===== src/rtl/facq_prn_capture.sv =====
// rtl/facq_prn_capture.sv - serial chip stream decimator and 32-bit word packer into block RAM
// Optional feature macro: FACQ_PRN_CAPTURE_SYNC_EN (ARM waits for the sync epoch strobe).
module facq_prn_capture #(
    parameter int RAM_SIZE  = 4096,
    localparam int DEPTH     = (RAM_SIZE - 1) / 32 + 1,
    localparam int ADDR_BITS = $clog2(RAM_SIZE),
    localparam int WORD_BITS = $clog2(DEPTH)
) (
    input  logic                 clk,
    input  logic                 rst,
    input  logic                 start,
    input  logic                 abort,
    input  logic                 sync,
    input  logic [ADDR_BITS-1:0] cfg_length,
    input  logic                 cfg_reverse,
    input  logic [2:0]           freq_div,
    input  logic                 din,
    input  logic                 din_valid,
    output logic                 busy,
    output logic                 done,
    output logic [WORD_BITS-1:0] wr_cntr,
    input  logic                 rd_en,
    input  logic [WORD_BITS-1:0] rd_addr,
    output logic [31:0]          rd_data,
    output logic                 rd_valid
);

    localparam logic [2:0] S_IDLE    = 3'd0;
    localparam logic [2:0] S_ARM     = 3'd1;
    localparam logic [2:0] S_CAPTURE = 3'd2;
    localparam logic [2:0] S_FLUSH   = 3'd3;
    localparam logic [2:0] S_DONE    = 3'd4;

    localparam logic [ADDR_BITS-1:0] LAST_BIT  = ADDR_BITS'(RAM_SIZE - 1);
    localparam logic [WORD_BITS-1:0] LAST_WORD = WORD_BITS'(DEPTH - 1);

    logic [2:0]           r_state;
    logic [ADDR_BITS-1:0] r_len;
    logic                 r_reverse;
    logic [2:0]           r_div_m1;
    logic [2:0]           r_rep;
    logic [4:0]           r_bit_cntr;
    logic [ADDR_BITS-1:0] r_total;
    logic [31:0]          r_word;
    logic                 r_wr_pend;
    logic [WORD_BITS-1:0] r_wr_cntr;
    logic                 r_done;
    logic [31:0]          r_ram [DEPTH];
    logic [31:0]          r_rd_data;
    logic                 r_rd_valid;

    logic                 w_arm_go;
    logic                 w_accept;
    logic                 w_last;
    logic                 w_busy;
    logic [4:0]           w_pos;
    logic [31:0]          w_word_next;
    logic                 w_ram_we;

`ifdef FACQ_PRN_CAPTURE_SYNC_EN
    assign w_arm_go = sync;
`else
    logic w_unused_sync;
    assign w_unused_sync = sync;
    assign w_arm_go      = 1'b1;
`endif

    assign w_busy   = (r_state == S_ARM) || (r_state == S_CAPTURE) || (r_state == S_FLUSH);
    assign w_accept = (r_state == S_CAPTURE) && din_valid && (r_rep == r_div_m1);
    assign w_last   = (r_total == r_len);
    assign w_pos    = r_reverse ? ~r_bit_cntr : r_bit_cntr;
    assign w_ram_we = r_wr_pend || (r_state == S_FLUSH);

    // A word that was just handed to the RAM starts the next word from zero.
    always_comb begin
        w_word_next        = r_wr_pend ? 32'd0 : r_word;
        w_word_next[w_pos] = din;
    end

    always_ff @(posedge clk) begin
        if (rst) begin
            r_state    <= S_IDLE;
            r_len      <= '0;
            r_reverse  <= 1'b0;
            r_div_m1   <= 3'd0;
            r_rep      <= 3'd0;
            r_bit_cntr <= 5'd0;
            r_total    <= '0;
            r_word     <= 32'd0;
            r_wr_pend  <= 1'b0;
            r_wr_cntr  <= '0;
            r_done     <= 1'b0;
        end else begin
            r_wr_pend <= 1'b0;
            if (r_wr_pend) begin
                r_word    <= 32'd0;
                r_wr_cntr <= r_wr_cntr + WORD_BITS'(1);
            end

            if (abort && w_busy) begin
                r_state <= S_IDLE;
            end else if (abort && (r_state == S_DONE)) begin
                r_done <= 1'b0;
            end else if (abort) begin
                r_done <= r_done;
            end else if (start) begin
                r_len      <= (cfg_length > LAST_BIT) ? LAST_BIT : cfg_length;
                r_reverse  <= cfg_reverse;
                r_div_m1   <= (freq_div == 3'd0) ? 3'd0 : freq_div - 3'd1;
                r_rep      <= 3'd0;
                r_bit_cntr <= 5'd0;
                r_total    <= '0;
                r_word     <= 32'd0;
                r_wr_pend  <= 1'b0;
                r_wr_cntr  <= '0;
                r_done     <= 1'b0;
                r_state    <= S_ARM;
            end else begin
                case (r_state)
                    S_ARM: begin
                        if (w_arm_go) begin
                            r_rep   <= 3'd0;
                            r_state <= S_CAPTURE;
                        end
                    end
                    S_CAPTURE: begin
                        if (din_valid) begin
                            r_rep <= (r_rep == r_div_m1) ? 3'd0 : r_rep + 3'd1;
                        end
                        if (w_accept) begin
                            r_word     <= w_word_next;
                            r_bit_cntr <= r_bit_cntr + 5'd1;
                            r_total    <= r_total + ADDR_BITS'(1);
                            // A word completed by the final bit is left for FLUSH to write.
                            if (w_last) begin
                                r_state <= S_FLUSH;
                            end else if (r_bit_cntr == 5'd31) begin
                                r_wr_pend <= 1'b1;
                            end
                        end
                    end
                    S_FLUSH: begin
                        r_word    <= 32'd0;
                        r_wr_cntr <= (r_wr_cntr == LAST_WORD) ? r_wr_cntr : r_wr_cntr + WORD_BITS'(1);
                        r_done    <= 1'b1;
                        r_state   <= S_DONE;
                    end
                    default: begin
                        r_state <= r_state;
                    end
                endcase
            end
        end
    end

    always_ff @(posedge clk) begin
        if (w_ram_we) begin
            r_ram[r_wr_cntr] <= r_word;
        end
    end

    // Reads see the RAM before any same-cycle write lands.
    always_ff @(posedge clk) begin
        if (rst) begin
            r_rd_data  <= 32'd0;
            r_rd_valid <= 1'b0;
        end else begin
            r_rd_valid <= rd_en;
            if (rd_en) begin
                r_rd_data <= r_ram[rd_addr];
            end
        end
    end

    assign busy     = w_busy;
    assign done     = r_done;
    assign wr_cntr  = r_wr_cntr;
    assign rd_data  = r_rd_data;
    assign rd_valid = r_rd_valid;

endmodule


===== config.mk =====
export PLATFORM = sky130hd
export DESIGN_NAME = facq_prn_capture
export DESIGN_NICKNAME = d
export VERILOG_FILES = /design/src/rtl/facq_prn_capture.sv
export SDC_FILE = /design/constraint.sdc
export NUM_CORES = 2
export LEC_CHECK = 0
export BUFFER_PORTS_ARGS = -buffer_cell sky130_fd_sc_hd__buf_4
export CAP_MARGIN = 30
export CORE_MARGIN = 4
export CORE_UTILIZATION = 57
export CTS_CLUSTER_SIZE = 24
export DETAILED_ROUTE_END_ITERATION = 8
export HOLD_SLACK_MARGIN = 0.12
export PLACE_DENSITY_LB_ADDON = 0.2
export SYNTH_ARGS = -nofsm -noshare
export SYNTH_HDL_FRONTEND = slang
export SYNTH_SLANG_ARGS = --single-unit
export TNS_END_PERCENT = 5

===== constraint.sdc =====
create_clock -name clk -period 5.28 [get_ports clk]
set_input_delay 0.264 -clock clk [delete_from_list [all_inputs] [get_ports clk]]
set_output_delay 0.264 -clock clk [all_outputs]
set_load 0.005 [all_outputs]

==> results.json <==
{
  "top_usage_layer": "met2",
  "viasPerCell": 6.79,
  "cts.sinks": 4209,
  "syn2layout_area_growth_pct": 13.2,
  "crit_required_ns": 5.86,
  "hpwl_um": 243000,
  "synth_nets": 7435,
  "gp_congestion": 0.860,
  "routedWlPerCell_um": 35.4,
  "setup_viol": 0,
  "status": "finished, final reports clean",
  "ys.flop_type": "edfxtp_1",
  "totalWireLength_um": 424000,
  "dpl-instance-area_um2": 170000,
  "yosys_register_bits": 4209,
  "yosys_warnings": 0,
  "antenna_found_initial": 21,
  "critPathLaunchType": "flip-flop",
  "vias": 81335,
  "die-area_um2": 293000,
  "synth-xor-area-share_pct": 0.119,
  "cts_buffers": 412,
  "cp_data_arrival_time_ns": 4.48,
  "drcViolationCount": 0,
  "syn_area_per_cell_um2": 22.0,
  "grt_pass1_wl_um": 602000,
  "hold_class": "in -> reg",
  "post_cts_resized": 0,
  "finish.utilization_pct": 65.0,
  "first_pass_iters": 6,
  "grtUsageMet1_pct": 41.8,
  "synthSimpleGateAreaFrac_pct": 1.99,
  "synth_edf_count": 4096,
  "ant_nets": 0,
  "fin_area_um2": 184000,
  "register_area_um2": 125000,
  "netlist_top_cells_count": "edfxtp_1, mux4_2, mux2i_1, nor2_1, clkbuf_1",
  "synth_top_area_share_pct": 75.8,
  "first_iter_violations": 12200,
  "post-route-period-util_pct": 73.9,
  "syn_inst": 7397,
  "initial_core_util_pct": 57.4,
  "layout.nets": 7924,
  "die_h_um": 542,
  "cp-startpoint": "r_state[0]",
  "grt_overflow": 0,
  "synth_top_family_by_area": "multiplexers",
  "synth_compound_area_share_pct": 2.80,
  "cts-root-buf": "clkbuf_16",
  "grt.total_usage_pct": 28.9,
  "ys_seq_area_share_pct": 77.1,
  "synth.most_common_cell": "edfxtp_1",
  "htreeDepth": 5,
  "rsz0062_at_grt": "false",
  "num_rows": 195,
  "num-fill-cells": 17954,
  "drive_above_1_share_pct": 27.4,
  "io_buffers": 71,
  "coreArea_um2": 283000,
  "reg2reg_to": "r_ram[32][30]",
  "multi_input_area_um2": 35400,
  "fp.dieW_um": 542,
  "grtUsageMet2_pct": 44.9,
  "grt_max_degree": 129,
  "synth-async-reset-ratio_pct": 0,
  "grt_pass1_vias": 80656,
  "power_uw": 68300,
  "criticalPathCategory": "reg -> reg",
  "use_met3_pct": 5.16,
  "pwr_density_cell_nw_per_um2": 371,
  "clk_path_buf_depth": 4,
  "slew_headroom_pct": 22.5,
  "synth_top_area_cell": "edfxtp_1",
  "r2r_setup_slack_ns": 1.38,
  "r2r-start": "r_state[0]",
  "ys_top_cells_by_area": "edfxtp_1, mux4_2, mux2i_1, dfxtp_1, nor2_1",
  "crit_path_end": "r_ram[32][30]",
  "min_period_ns": 3.90,
  "clkTransAtPathRegs_ns": 0.06,
  "syn_area_um2": 162000,
  "synthDistinctLibCells": 70,
  "clock_latency_ns": 0.96,
  "tightest_slew_ns": 1.16,
  "cts_tree": "yes",
  "crit_path_end_kind": "flip-flop",
  "vdd_drop_max_v": 0.000300,
  "rr_worst_depth": 6,
  "post_cts_buffers": 0,
  "final-max-slew-violation-count": 0,
  "maxCapViolCount": 0,
  "final-hold-violation-count": 0,
  "total_leakage_power_uw": 0.0575,
  "tns_ns": 0,
  "synthMuxAreaShare_pct": 16.2,
  "boundaryPins": 73,
  "synth-adder-area-share_pct": 0.0539,
  "critPathMaxFanout": 20,
  "fmax_mhz": 256,
  "worst_clock_skew_ns": 0.0810
}
==> final cells by class <==
cell class                 instances  area share, %
antenna                            7        0.00953
clock buffer                     516           5.95
clock inverter                   239           1.39
inverter                          41         0.0878
multi-input combinational       2717           19.3
sequential                      4209           68.2
tap                             3743           2.55
timing repair buffer             505           2.51
==> power by group <==
| part | internal, uW | switching (uW) |
|---|---|---|
| clock | 16900 | 12400 |
| combinational | 1150 | 1590 |
| sequential | 36100 | 73.6 |
| total | 54200 | 14100 |
==> worst min-delay path by stage <==
stage                        from    endpoint  cells after the start
floorplan           cfg_length[0]    r_len[0]                      2
global placement         r_len[6]    r_len[6]                      2
detailed placement       r_len[8]    r_len[8]                      2
CTS                    rd_addr[4]  rd_data[9]                      3
global route           rd_addr[4]  rd_data[9]                      3
finish                 rd_addr[4]  rd_data[9]                      3
==> through the flow <==
| step | cells | hold WS [ns] | setup WS [ns] |
|---|---|---|---|
| finish | 11977 | 0.193 | 1.38 |
| global route | 11971 | 0.184 | 1.27 |
| CTS | 11966 | 0.138 | 1.47 |
| detailed placement | 11152 | 0.469 | 1.28 |
| global placement | 11146 | 0.465 | 1.35 |
| floorplan | 7397 | 0.400 | 0.237 |
==> layout by cell type (no fill, tap or decap), drive strengths merged, types with 8 or more instances in the layout <==
master          n
buf           445
o31ai          15
dfxtp         113
o211ai          9
nand3          55
clkinv        167
mux2i         326
a22oi          72
inv            51
mux4         1022
a32o           11
dlygate4sd3    59
nor2          276
a311oi         11
o41ai          14
nor3           45
nor2b          66
or3             9
a211oi         77
or2             9
nand2         133
o22ai         116
nand3b         19
clkbuf        517
a21oi          84
a22o           15
a31oi          15
o21ai          71
and3            8
edfxtp       4096
o221ai         54
nand2b         28
xnor2          21
a221oi         15
and2            9
nand4          15
clkinvlp       16
bufinv         46
o32ai          37
==> routing by layer <==
layer  vias to the layer above  part of all wire, %  wire length [um]
met5                         -                0.024               100
met4                         4                  4.3             18300
met3                       721                   10             42600
met2                      4769                   48            202000
met1                     43530                   38            162000
li1                      32311                    -                 -
==> what timing repair did <==
action | CTS | global route
setup endpoints to repair | 0 | 0
endpoints found under the hold margin | 99 | 0
hold buffers | 59 | 0
==> registers in the layout, indices dropped and copies added, names as in the netlist <==
signal and count:
r_reverse 1, r_bit_cntr 5, r_total 12, r_word 32, r_rep 3, r_wr_pend 1, rd_data 32, rd_valid 1
r_div_m1 3, r_ram 4096, r_len 12, done 1, wr_cntr 7, r_state 3
==> critical path: stages, from the launching register on <==
cell      delay, ns
dfxtp_1        0.51
nand3b_1       0.25
nand2_1        0.72
nand3b_1       0.39
buf_4          0.46
nor2_4         0.76
buf_4          0.40
==> kinds of logic (layout without fill, tap and decap cells) <==
logic type                 Yosys count  after routing
DFF                               4209           4209
xor gates and xnor gates            22             22
other                                0              7
adders and majority gates            7              7
buffers and inverters              471           1301
muxes                             1354           1354
AOI/OAI and AO/OA                  644            644
and+or+nand+nor                    690            690
Power figures use the tool's default switching activity.
